==> config.mk <==
export PLATFORM = sky130hd
export DESIGN_NAME = sprite_compositor
export DESIGN_NICKNAME = d
export VERILOG_FILES = /design/src/rtl/sprite_pkg.sv /design/src/rtl/sprite_rom_bank.sv /design/src/rtl/sprite_compositor.sv
export SDC_FILE = /design/constraint.sdc
export NUM_CORES = 1
export LEC_CHECK = 0
export ABC_AREA = 1
export BUFFER_PORTS_ARGS = -buffer_cell sky130_fd_sc_hd__buf_2
export CORE_UTILIZATION = 40
export DETAILED_ROUTE_END_ITERATION = 8
export PLACE_DENSITY = 0.65
export SLEW_MARGIN = 30
export SYNTH_ARGS = -nofsm -noshare
export SYNTH_HDL_FRONTEND = slang
export SYNTH_HIERARCHICAL = 1
export SYNTH_SLANG_ARGS = --single-unit
export TNS_END_PERCENT = 50
==> constraint.sdc <==
create_clock -name vga_clk -period 2.2 [get_ports vga_clk]
set_clock_uncertainty 0.05 [all_clocks]
set_input_delay 0.22 -clock vga_clk [delete_from_list [all_inputs] [get_ports vga_clk]]
set_output_delay 0.22 -clock vga_clk [all_outputs]
set_load 0.1 [all_outputs]
==> src/rtl/sprite_pkg.sv <==
// Shared types and constants for the sprite compositor.
//   dir_t       one-hot sprite direction (Up/Down/Left/Right)
//   tank_st_t   per-tank life-cycle state
//   obj_cls_t   class of the object that won a pixel
//   rgb_t       4-bit-per-channel colour
package sprite_pkg;

   typedef logic [3:0] dir_t;

   localparam dir_t DIR_UP    = 4'b0001;
   localparam dir_t DIR_DOWN  = 4'b0010;
   localparam dir_t DIR_LEFT  = 4'b0100;
   localparam dir_t DIR_RIGHT = 4'b1000;

   typedef enum logic [1:0] {
      ALIVE = 2'd0,
      EXPL  = 2'd1,
      DEAD  = 2'd2
   } tank_st_t;

   typedef enum logic [1:0] {
      CLS_NONE   = 2'd0,
      CLS_TANK   = 2'd1,
      CLS_EXPL   = 2'd2,
      CLS_BULLET = 2'd3
   } obj_cls_t;

   typedef struct packed {
      logic [3:0] r;
      logic [3:0] g;
      logic [3:0] b;
   } rgb_t;

   localparam rgb_t TRANSPARENT = 12'h000;
   localparam int unsigned EXPL_FRAMES = 3;

   function automatic logic dir_valid(input dir_t d);
      return (d != 4'b0000) && ((d & (d - 4'd1)) == 4'b0000);
   endfunction

   // ROM bank index; non-one-hot codes map to 0 and are filtered downstream.
   function automatic logic [1:0] dir_index(input dir_t d);
      case (d)
         DIR_UP:    return 2'd0;
         DIR_DOWN:  return 2'd1;
         DIR_LEFT:  return 2'd2;
         DIR_RIGHT: return 2'd3;
         default:   return 2'd0;
      endcase
   endfunction

endpackage

==> src/rtl/sprite_rom_bank.sv <==
// Sprite texel ROMs: tank (4 dirs), bullet (4 dirs) and explosion (3 frames), sharing one
// address and one registered output.
//   clk      pixel clock
//   cls      obj_cls_t of the selected object (selects ROM family)
//   dir_idx  direction index 0..3 (Up/Down/Left/Right)
//   addr     {frame, dy, dx} for explosions, {dy, dx} otherwise
//   data     texel colour, valid one clock after addr
// Contents are generated arithmetically:
//   tank      {dir+1, addr[7:4], addr[3:0]}, transparent in the right-most column
//   bullet    {8+dir, addr[5:4], addr[3:0]}, transparent in the right-most column
//   explosion {E, {addr[2TW-1 -: 2], frame+1}, addr[3:0]}
module sprite_rom_bank
   import sprite_pkg::*;
#(
   parameter int unsigned TANK_SZ   = 32,
   parameter int unsigned BULLET_SZ = 8,
   parameter int unsigned ADDR_W    = 12
) (
   input  logic              clk,
   input  logic [1:0]        cls,
   input  logic [1:0]        dir_idx,
   input  logic [ADDR_W-1:0] addr,
   output logic [11:0]       data
);

   localparam int unsigned TW = $clog2(TANK_SZ);
   localparam int unsigned BW = $clog2(BULLET_SZ);

   rgb_t tank_texel;
   rgb_t bullet_texel;
   rgb_t expl_texel;
   rgb_t texel;

   always_comb begin
      tank_texel = '{r: 4'(dir_idx) + 4'd1, g: addr[7:4], b: addr[3:0]};
      if (addr[TW-1:0] == TW'(TANK_SZ - 1)) begin
         tank_texel = TRANSPARENT;
      end

      bullet_texel = '{r: 4'd8 + 4'(dir_idx), g: {2'b00, addr[5:4]}, b: addr[3:0]};
      if (addr[BW-1:0] == BW'(BULLET_SZ - 1)) begin
         bullet_texel = TRANSPARENT;
      end

      expl_texel = '{r: 4'hE,
                     g: {addr[2*TW-1 -: 2], addr[ADDR_W-1 -: 2] + 2'd1},
                     b: addr[3:0]};

      case (obj_cls_t'(cls))
         CLS_TANK:   texel = tank_texel;
         CLS_BULLET: texel = bullet_texel;
         CLS_EXPL:   texel = expl_texel;
         default:    texel = TRANSPARENT;
      endcase
   end

   always_ff @(posedge clk) begin
      data <= texel;
   end

endmodule

==> src/rtl/sprite_compositor.sv <==
// Composites N tanks and M bullets into a registered RGB stream, 2-cycle latency, 1 px/clk.
//   vga_clk, reset_n            pixel clock, async active-low reset
//   frame_start                 one pulse per frame, paces explosion animation
//   DrawX, DrawY                current pixel
//   tank_x/y/dir/show           packed per-tank position, one-hot dir, enable
//   tank_hit, tank_respawn      per-tank pulses driving the ALIVE/EXPL/DEAD FSM
//   bullet_x/y/dir/show         packed per-bullet position, one-hot dir, enable
//   red, green, blue            registered pixel colour
//   pix_valid                   a non-transparent sprite pixel was drawn
//   bullet_pix                  one-hot: which bullet drew the pixel
//   tank_alive                  per-tank state == ALIVE
module sprite_compositor
   import sprite_pkg::*;
#(
   parameter int unsigned N_TANKS   = 4,
   parameter int unsigned N_BULLETS = 4,
   parameter int unsigned TANK_SZ   = 32,
   parameter int unsigned BULLET_SZ = 8,
   parameter int unsigned EXPL_HOLD = 4
) (
   input  logic                   vga_clk,
   input  logic                   reset_n,
   input  logic                   frame_start,
   input  logic [9:0]             DrawX,
   input  logic [9:0]             DrawY,
   input  logic [N_TANKS*10-1:0]  tank_x,
   input  logic [N_TANKS*10-1:0]  tank_y,
   input  logic [N_TANKS*4-1:0]   tank_dir,
   input  logic [N_TANKS-1:0]     tank_show,
   input  logic [N_TANKS-1:0]     tank_hit,
   input  logic [N_TANKS-1:0]     tank_respawn,
   input  logic [N_BULLETS*10-1:0] bullet_x,
   input  logic [N_BULLETS*10-1:0] bullet_y,
   input  logic [N_BULLETS*4-1:0] bullet_dir,
   input  logic [N_BULLETS-1:0]   bullet_show,
   output logic [3:0]             red,
   output logic [3:0]             green,
   output logic [3:0]             blue,
   output logic                   pix_valid,
   output logic [N_BULLETS-1:0]   bullet_pix,
   output logic [N_TANKS-1:0]     tank_alive
);

   localparam int unsigned TW     = $clog2(TANK_SZ);
   localparam int unsigned BW     = $clog2(BULLET_SZ);
   localparam int unsigned FW     = $clog2(EXPL_FRAMES);
   localparam int unsigned ADDR_W = FW + 2 * TW;
   localparam int unsigned BIDX_W = (N_BULLETS > 1) ? $clog2(N_BULLETS) : 1;

   logic [N_TANKS-1:0]   tank_cov;
   logic [N_TANKS-1:0]   tank_expl;
   logic [TW-1:0]        tank_dx  [N_TANKS];
   logic [TW-1:0]        tank_dy  [N_TANKS];
   logic [FW-1:0]        tank_frm [N_TANKS];
   logic [N_BULLETS-1:0] bul_cov;
   logic [BW-1:0]        bul_dx [N_BULLETS];
   logic [BW-1:0]        bul_dy [N_BULLETS];

   // ---------------- per-tank hit test and life-cycle FSM ----------------
   for (genvar i = 0; i < N_TANKS; i++) begin : g_tank
      tank_st_t      st_q, st_d;
      logic [FW-1:0] frm_q, frm_d;
      logic [3:0]    cnt_q, cnt_d;
      logic [9:0]    tx, ty;
      logic          in_x, in_y;
      logic          alive, expl, drawable;

      assign tx = tank_x[i*10 +: 10];
      assign ty = tank_y[i*10 +: 10];
      // 11-bit upper bound so a sprite near 1023 never wraps onto column 0.
      assign in_x = (DrawX >= tx) && ({1'b0, DrawX} < {1'b0, tx} + 11'(TANK_SZ));
      assign in_y = (DrawY >= ty) && ({1'b0, DrawY} < {1'b0, ty} + 11'(TANK_SZ));

      always_ff @(posedge vga_clk or negedge reset_n) begin
         if (!reset_n) begin
            st_q  <= ALIVE;
            frm_q <= '0;
            cnt_q <= '0;
         end else begin
            st_q  <= st_d;
            frm_q <= frm_d;
            cnt_q <= cnt_d;
         end
      end

      always_comb begin
         st_d  = st_q;
         frm_d = frm_q;
         cnt_d = cnt_q;
         case (st_q)
            ALIVE: begin
               // A frame_start coinciding with the hit is not counted.
               if (tank_hit[i]) begin
                  st_d  = EXPL;
                  frm_d = '0;
                  cnt_d = '0;
               end
            end
            EXPL: begin
               if (frame_start) begin
                  if (cnt_q == 4'(EXPL_HOLD - 1)) begin
                     cnt_d = '0;
                     if (frm_q == FW'(EXPL_FRAMES - 1)) begin
                        st_d = DEAD;
                     end else begin
                        frm_d = frm_q + 1'b1;
                     end
                  end else begin
                     cnt_d = cnt_q + 4'd1;
                  end
               end
            end
            DEAD: begin
               if (tank_respawn[i]) begin
                  st_d = ALIVE;
               end
            end
            default: st_d = ALIVE;
         endcase
      end

      always_comb begin
         alive    = (st_q == ALIVE);
         expl     = (st_q == EXPL);
         drawable = tank_show[i] && (st_q != DEAD);
      end

      assign tank_alive[i] = alive;
      assign tank_expl[i]  = expl;
      assign tank_cov[i]   = drawable && in_x && in_y;
      assign tank_dx[i]    = TW'(DrawX - tx);
      assign tank_dy[i]    = TW'(DrawY - ty);
      assign tank_frm[i]   = frm_q;
   end

   // ---------------- per-bullet hit test ----------------
   for (genvar i = 0; i < N_BULLETS; i++) begin : g_bullet
      logic [9:0] bx, by;
      logic       in_x, in_y;

      assign bx   = bullet_x[i*10 +: 10];
      assign by   = bullet_y[i*10 +: 10];
      assign in_x = (DrawX >= bx) && ({1'b0, DrawX} < {1'b0, bx} + 11'(BULLET_SZ));
      assign in_y = (DrawY >= by) && ({1'b0, DrawY} < {1'b0, by} + 11'(BULLET_SZ));

      assign bul_cov[i] = bullet_show[i] && in_x && in_y;
      assign bul_dx[i]  = BW'(DrawX - bx);
      assign bul_dy[i]  = BW'(DrawY - by);
   end

   // ---------------- S0: priority select ----------------
   obj_cls_t          s0_cls;
   dir_t              s0_dir;
   logic              s0_dir_ok;
   logic [ADDR_W-1:0] s0_addr;
   logic [BIDX_W-1:0] s0_bidx;

   // Descending scans so the lowest index is the last to write; bullets follow tanks so
   // any bullet beats any tank.
   always_comb begin
      s0_cls  = CLS_NONE;
      s0_dir  = '0;
      s0_addr = '0;
      s0_bidx = '0;
      for (int i = int'(N_TANKS) - 1; i >= 0; i--) begin
         if (tank_cov[i]) begin
            s0_cls  = tank_expl[i] ? CLS_EXPL : CLS_TANK;
            s0_dir  = tank_dir[i*4 +: 4];
            s0_addr = tank_expl[i] ? {tank_frm[i], tank_dy[i], tank_dx[i]}
                                   : {FW'(0), tank_dy[i], tank_dx[i]};
         end
      end
      for (int i = int'(N_BULLETS) - 1; i >= 0; i--) begin
         if (bul_cov[i]) begin
            s0_cls  = CLS_BULLET;
            s0_dir  = bullet_dir[i*4 +: 4];
            s0_addr = ADDR_W'({bul_dy[i], bul_dx[i]});
            s0_bidx = BIDX_W'(i);
         end
      end
      // Explosions are drawn whatever the tank's direction.
      s0_dir_ok = dir_valid(s0_dir) || (s0_cls == CLS_EXPL);
   end

   // ---------------- S1: ROM read with select registered alongside ----------------
   logic [11:0]       rom_data;
   obj_cls_t          cls_q;
   logic              dir_ok_q;
   logic [BIDX_W-1:0] bidx_q;

   sprite_rom_bank #(
      .TANK_SZ   (TANK_SZ),
      .BULLET_SZ (BULLET_SZ),
      .ADDR_W    (ADDR_W)
   ) u_rom (
      .clk     (vga_clk),
      .cls     (s0_cls),
      .dir_idx (dir_index(s0_dir)),
      .addr    (s0_addr),
      .data    (rom_data)
   );

   always_ff @(posedge vga_clk or negedge reset_n) begin
      if (!reset_n) begin
         cls_q    <= CLS_NONE;
         dir_ok_q <= 1'b0;
         bidx_q   <= '0;
      end else begin
         cls_q    <= s0_cls;
         dir_ok_q <= s0_dir_ok;
         bidx_q   <= s0_bidx;
      end
   end

   // ---------------- S2: transparency / invalid-dir resolve, output register ----------------
   rgb_t                 pix_d, pix_q;
   logic                 valid_d, valid_q;
   logic [N_BULLETS-1:0] bpix_d, bpix_q;

   always_comb begin
      pix_d   = TRANSPARENT;
      valid_d = 1'b0;
      bpix_d  = '0;
      if ((cls_q == CLS_BULLET) && !dir_ok_q) begin
         // A bullet with a corrupt direction is still made visible as a white square.
         pix_d          = 12'hFFF;
         valid_d        = 1'b1;
         bpix_d[bidx_q] = 1'b1;
      end else if ((cls_q != CLS_NONE) && dir_ok_q && (rom_data != TRANSPARENT)) begin
         pix_d   = rom_data;
         valid_d = 1'b1;
         if (cls_q == CLS_BULLET) begin
            bpix_d[bidx_q] = 1'b1;
         end
      end
   end

   always_ff @(posedge vga_clk or negedge reset_n) begin
      if (!reset_n) begin
         pix_q   <= TRANSPARENT;
         valid_q <= 1'b0;
         bpix_q  <= '0;
      end else begin
         pix_q   <= pix_d;
         valid_q <= valid_d;
         bpix_q  <= bpix_d;
      end
   end

   assign red        = pix_q.r;
   assign green      = pix_q.g;
   assign blue       = pix_q.b;
   assign pix_valid  = valid_q;
   assign bullet_pix = bpix_q;

endmodule

# Word-level counts from Yosys, hierarchy flattened
# Cells that the tools add are included.
[op_classes] multipliers=0 div_mod_pow=0 reduce_logical=67 magnitude_cmp=34 bitwise_logic=1 n_mux=109 shifts=0 eq_ne=53 add_sub_neg=44
[ops] op="12-bit two-way mux" count=16
[ops] op="10-bit by 11-bit less-than comparator with 1-bit output" count=16
[ops] op="10-bit greater-or-equal comparator" count=16
[ops] op="2-bit two-way mux" count=52
[ops] op="4-bit two-way mux" count=23
[ops] op="10-bit by 4-bit adder with 11-bit output, second input constant" count=8
[ops] op="10-bit by 6-bit adder with 11-bit output, second input constant" count=8
[ops] op="1-bit logical AND" count=41
[ops] op="2-bit != test, second input constant" count=20
[ops] op="5-bit AND reduction" count=8
[ops] op="5-bit subtractor" count=8
[ops] op="12-bit one-hot mux with 3 select lines" count=1
[ops] op="4-bit one-hot mux with 2 select lines" count=4
[ops] op="2-bit one-hot mux with 3 select lines" count=5
[ops] op="3-bit subtractor" count=8
[ops] op="2-bit equality test, second input constant" count=11
[ops] op="4-bit by 2-bit equality test with 1-bit output, second input constant" count=5
[ops] op="4-bit by 1-bit adder with 4-bit output, second input constant" count=4
[ops] op="2-bit by 1-bit != test with 1-bit output, second input constant" count=8
[ops] op="2-bit one-hot mux with 2 select lines" count=4
[ops] op="3-bit AND reduction" count=4
[ops] op="12-bit nonzero test" count=1
[ops] op="2-bit by 1-bit adder with 2-bit output, second input constant" count=5
[ops] op="2-bit by 1-bit equality test with 1-bit output, second input constant" count=5
[ops] op="18 further kinds" count=27
[totals] output_inout_bits=21 inputBits=231 mem_count=0 ram_bits=0 latchBits=0 romBits=0 ff_bits=66

# Depth between registers and ports, before layout
[logic_depth] ltp_word=18 ltp_mapped=27 mapped_depth_nobuf=27

# By module
# The synthesis kept the hierarchy.
[modules_own_cells] module="sprite_compositor" seq_area_each_um2=1351.3 instances=1 area_per_inst_um2=12823.5 cells_each=1893
[modules_own_cells] module="sprite_rom_bank" seq_area_each_um2=240.2 instances=1 area_per_inst_um2=580.6 cells_each=82

# Least setup slack after synthesis
# OpenSTA, ideal clock, no wires.
[synth_timing] kind="input-to-reg" start="in bullet_y[34]" end="reg u_rom.data[2]" arrival_ps=2733 setup_ps=117 path_stages=22 path_slack_ps=-700 required_ps=2033 cell_sequence="inv_1 -> nor3_4 -> nand3_1 -> xor2_1 -> ha_1 -> a21o_1 -> nand3_1 -> nand2_1 -> a21oi_1 -> nand3_1 -> inv_2 -> nand2_2 -> nor2_1 -> inv_1 -> o211ai_1 -> o211ai_1 -> nand2_1 -> nand2_1 -> nor2_2 -> nand2_4 -> nand3_1 -> nand2_1"
[synth_rtl] item="start: declaration" line_no="sprite_compositor.sv:33" rtl="input logic [N_BULLETS*10-1:0] bullet_y,"
[synth_rtl] item="end signal: assignment" line_no="sprite_rom_bank.sv:58" rtl="data <= texel;"
[synth_rtl] item="end: declaration" line_no="sprite_rom_bank.sv:23" rtl="output logic [11:0] data"

==> load_flow_metrics.sql <==
INSERT INTO impl_metrics (metric_group, metric, value, unit) VALUES
('run_status', 'status', 'finished with violations', ''),
('run_status', 'failed_checks', 'setup timing', ''),
('layout', 'regArea', '1590', 'sq um'),
('layout', 'drive_gt1_share', '34.3', '%'),
('logic_synthesis', 'synth-async-reset-ratio', '81.8', '%'),
('layout', 'area_growth', '45.1', '%'),
('global_route', 'vias_in_the_first_global_route', '14700', ''),
('sta', 'period_share', '133', '%'),
('global_route', 'first_pass_grt_wire_length', '70200', 'um'),
('logic_synthesis', 'synth-seq-cells', '66', ''),
('logic_synthesis', 'yosys_warnings', '6', ''),
('placed_design', 'pre_cts_slack', '-1.15', 'ns'),
('placed_design', 'io_buffers', '251', ''),
('clock_network', 'clk_path_buf_depth', '2', ''),
('logic_synthesis', 'cell_count_after_synthesis', '1975', ''),
('layout', 'multi_input_gate_area_in_the_final_layout', '11100', 'sq um'),
('logic_synthesis', 'synth.yosys.seq_area_share', '11.9', '%'),
('critical_path', 'setup.worst_path.class', 'primary input to register', ''),
('logic_synthesis', 'synth.cell_area', '13400', 'sq um'),
('clock_network', 'cts-buffers-inserted', '9', ''),
('min_path', 'timing.hold.worst.class', 'primary input to register', ''),
('sta', 'worst_hold_slack', '0.0243', 'ns'),
('drt', 'viasPerCell', '4.97', ''),
('sta', 'layout_setup_ws', '-0.729', 'ns'),
('placed_design', 'numPlacedInstances', '3010', ''),
('logic_synthesis', 'ys.flop_type', 'dfrtp_1', ''),
('sta', 'fmax', '0.341', 'GHz'),
('pwr', 'p_int', '4850', 'uW'),
('pwr', 'power_density', '469', 'nW/um^2'),
('layout', 'post-route-cell-area', '19400', 'sq um'),
('sta', 'setup_viol', '17', ''),
('clock_network', 'cts.htree.levels', '3', ''),
('drt', 'route.detailed.drc', '0', ''),
('die', 'floorplan.initialDensity', '40.9', '%'),
('sta', 'hold_viol', '0', ''),
('pwr', 'power.sequential.fraction', '18.8', '%'),
('drt', 'antenna_left', '0', ''),
('critical_path', 'type_of_element_capturing_the_critical_path', 'register', ''),
('die', 'fp.coreArea', '32800', 'sq um'),
('drt', 'detail_route.wirelength', '44500', 'um'),
('pwr', 'sw_frac_of_total', '46.8', '%'),
('layout', 'mostFrequentLayoutCells', '407 x nand2_1, 375 x buf_4, 274 x inv_1', ''),
('die', 'chipHeight', '185', 'um'),
('critical_path', 'critPathMaxFanout', '14', ''),
('pwr', 'p_sw', '4270', 'uW'),
('critical_path', 'worstPathArrival', '3.16', 'ns'),
('clock_network', 'tritoncts', 'built', ''),
('layout', 'fin_cells', '3071', ''),
('critical_path', 'timing.critical_path.required', '2.43', 'ns'),
('drt', 'dr_total_vias', '15300', ''),
('logic_synthesis', 'synth_nets', '2503', ''),
('global_route', 'gr-total-overflow', '0', ''),
('critical_path', 'timing.critical_path.buf_inv', '3', ''),
('global_route', 'grt.total_usage', '26.0', '%'),
('critical_path', 'family_with_the_most_delay_on_the_worst_path', 'simple AND/OR/NAND/NOR gates', ''),
('critical_path', 'crit_path_max_delay_cell_type', 'ha_1', ''),
('pwr', 'cellLeakagePower', '0.0107', 'uW'),
('critical_path', 'cp_cell_sequence', 'buf_2, ha_1, nand2_1, o21ai_0, nand2_1, nand3_1, nor2_2, nor2_4, nand2_4, clkinv_4, nand2_1, nand3_1, o21ai_1, o21a_1, o211ai_1, nand2_2, buf_4, a21oi_1, a21oi_1, nand2_1', ''),
('layout', 'final.fill_count', '3033', ''),
('layout', 'most_common_cell_after_layout_fill_and_taps_aside', 'nand2_1', ''),
('critical_path', 'crit_path_max_incr_delay', '0.39', 'ns'),
('global_route', 'number_of_antenna_violations_at_the_first_check_in_global_routing', '8', ''),
('logic_synthesis', 'synthesis.area_per_instance', '6.79', 'sq um'),
('drt', 'wl_per_cell', '14.5', 'um'),
('pwr', 'power.ir.vdd_worst', '0.742', 'mV'),
('sta', 'rsz0062_at_grt', 'true', ''),
('placed_design', 'place_area', '18000', 'sq um'),
('critical_path', 'setup.worst_path.start_class', 'primary input', ''),
('die', 'die-width', '185', 'um'),
('logic_synthesis', 'synthTopCellsByArea', 'ha_1 26%, nand2_1 12%, dfrtp_1 10%, inv_1 8.1%, a21oi_1 5.0%', ''),
('pwr', 'combPwrFrac', '65.8', '%');
-- worst reg2reg max path, cell delays in order, from the launching register on --
cell	delay [ns]
dfrtp_1	0.34
inv_1	0.06
a21boi_0	0.15
buf_4	0.16
nand2_1	0.07
nor2_1	0.10
nand3_1	0.11
nor2_4	0.16
nand2_4	0.13
o21ai_2	0.14
nand3_1	0.09
o21ai_1	0.09
o21a_1	0.17
o211ai_1	0.13
nand2_2	0.16
nand2_4	0.09
nor2_4	0.16
nand2_4	0.10
nand3_1	0.09
nand2_1	0.05
-- final timing paths --
check / startpoint / endpoint / slack (ns) / cells past startpoint
setup reg to reg: g_tank[3].st_q[0]$_DFFE_PN0P_ / u_rom/data[2]$_DFF_P_ / -0.51 / 19
min in group asynchronous: reset_n / g_tank[1].cnt_q[2]$_DFFE_PN0P_ / 0.22 / 2
setup / recovery: DrawY[5] / u_rom/data[0]$_DFF_P_ / -0.73 / 20
hold reg to reg: u_rom/data[7]$_DFF_P_ / green[3]$_DFF_PN0_ / 0.40 / 2
hold / removal: tank_respawn[3] / g_tank[3].st_q[1]$_DFFE_PN0P_ / 0.02 / 2
max in group asynchronous: reset_n / green[2]$_DFF_PN0_ / 1.29 / 3
-- timing repair --
action,4_1_cts,5_1_grt
setup endpoints to repair,17,17
hold endpoints to repair,54,0
hold buffers,1,0
setup buffers,31,5
cloned,3,0
resized for setup,167,55
pin swaps,94,53
-- registers in the layout, indices dropped and copies added, names as in the netlist, 4 cells and up --
name / count
g_tank.cnt_q: 16
u_rom/data: 12
g_tank.frm_q: 8
g_tank.st_q: 8
blue: 4
bullet_pix: 4
green: 4
red: 4
-- routing by layer --
layer / track usage, % / part of all wire [%] / wire length (um) / vias up
met2: 46.2 / 48 / 21300 / 372
met3: 3.17 / 4.8 / 2120 / 76
met1: 31.8 / 44 / 19600 / 6969
li1: - / - / - / 7855
met5: 0 / 0.079 / 35 / -
met4: 9.49 / 3.3 / 1470 / 6
-- layout make-up --
class	count	share of cell area, %
multi-input combinational	1575	57.3
timing repair buffer	645	23.6
sequential	66	8.18
inverter	322	6.42
tap	442	2.84
clock buffer	10	1.18
clock inverter	6	0.347
antenna	5	0.0643
-- cell usage after synthesis (all sizes together) (23+ instances only) --
| master | n |
|---|---|
| a21oi | 135 |
| dfrtp | 54 |
| ha | 281 |
| inv | 317 |
| nand2 | 447 |
| nand3 | 142 |
| nand3b | 24 |
| nand4 | 23 |
| nor2 | 185 |
| o21ai | 96 |
| xnor2 | 29 |
| xor2 | 65 |
-- power by group through the flow --
| stage | Combinational (uW) | Sequential [uW] | Clock, uW |
|---|---|---|---|
| detailed placement | 5600 | 1730 | 0 |
| global route | 6640 | 1750 | 1470 |
| floorplan | 3170 | 1950 | 0 |
| finish | 6010 | 1710 | 1410 |
| CTS | 5890 | 1710 | 1430 |
| global placement | 5470 | 1720 | 0 |
-- logic make-up (layout without fill, tap and decap cells) --
| group | count (synthesis) | count (layout) | share of synthesized area, % |
|---|---|---|---|
| compound gates | 305 | 305 | 12.8 |
| flops | 66 | 66 | 11.9 |
| mux | 2 | 2 | 0.149 |
| xor+xnor | 94 | 94 | 6.14 |
| buf+inv | 337 | 983 | 9.99 |
| other cells | 0 | 5 | 0 |
| simple gates | 874 | 877 | 30.4 |
| fa+ha+maj | 297 | 297 | 28.6 |
-- through the flow --
stage | setup TNS (ns) | total power (uW) | utilization [%]
floorplan | -8.22 | 5130 | -
global placement | -15.44 | 7200 | 54.9
detailed placement | -16.99 | 7330 | 54.9
CTS | -8.40 | 9030 | 58.5
global route | -11.99 | 9860 | 59.3
finish | -9.58 | 9130 | 59.3
Power figures use the tool's default switching activity.
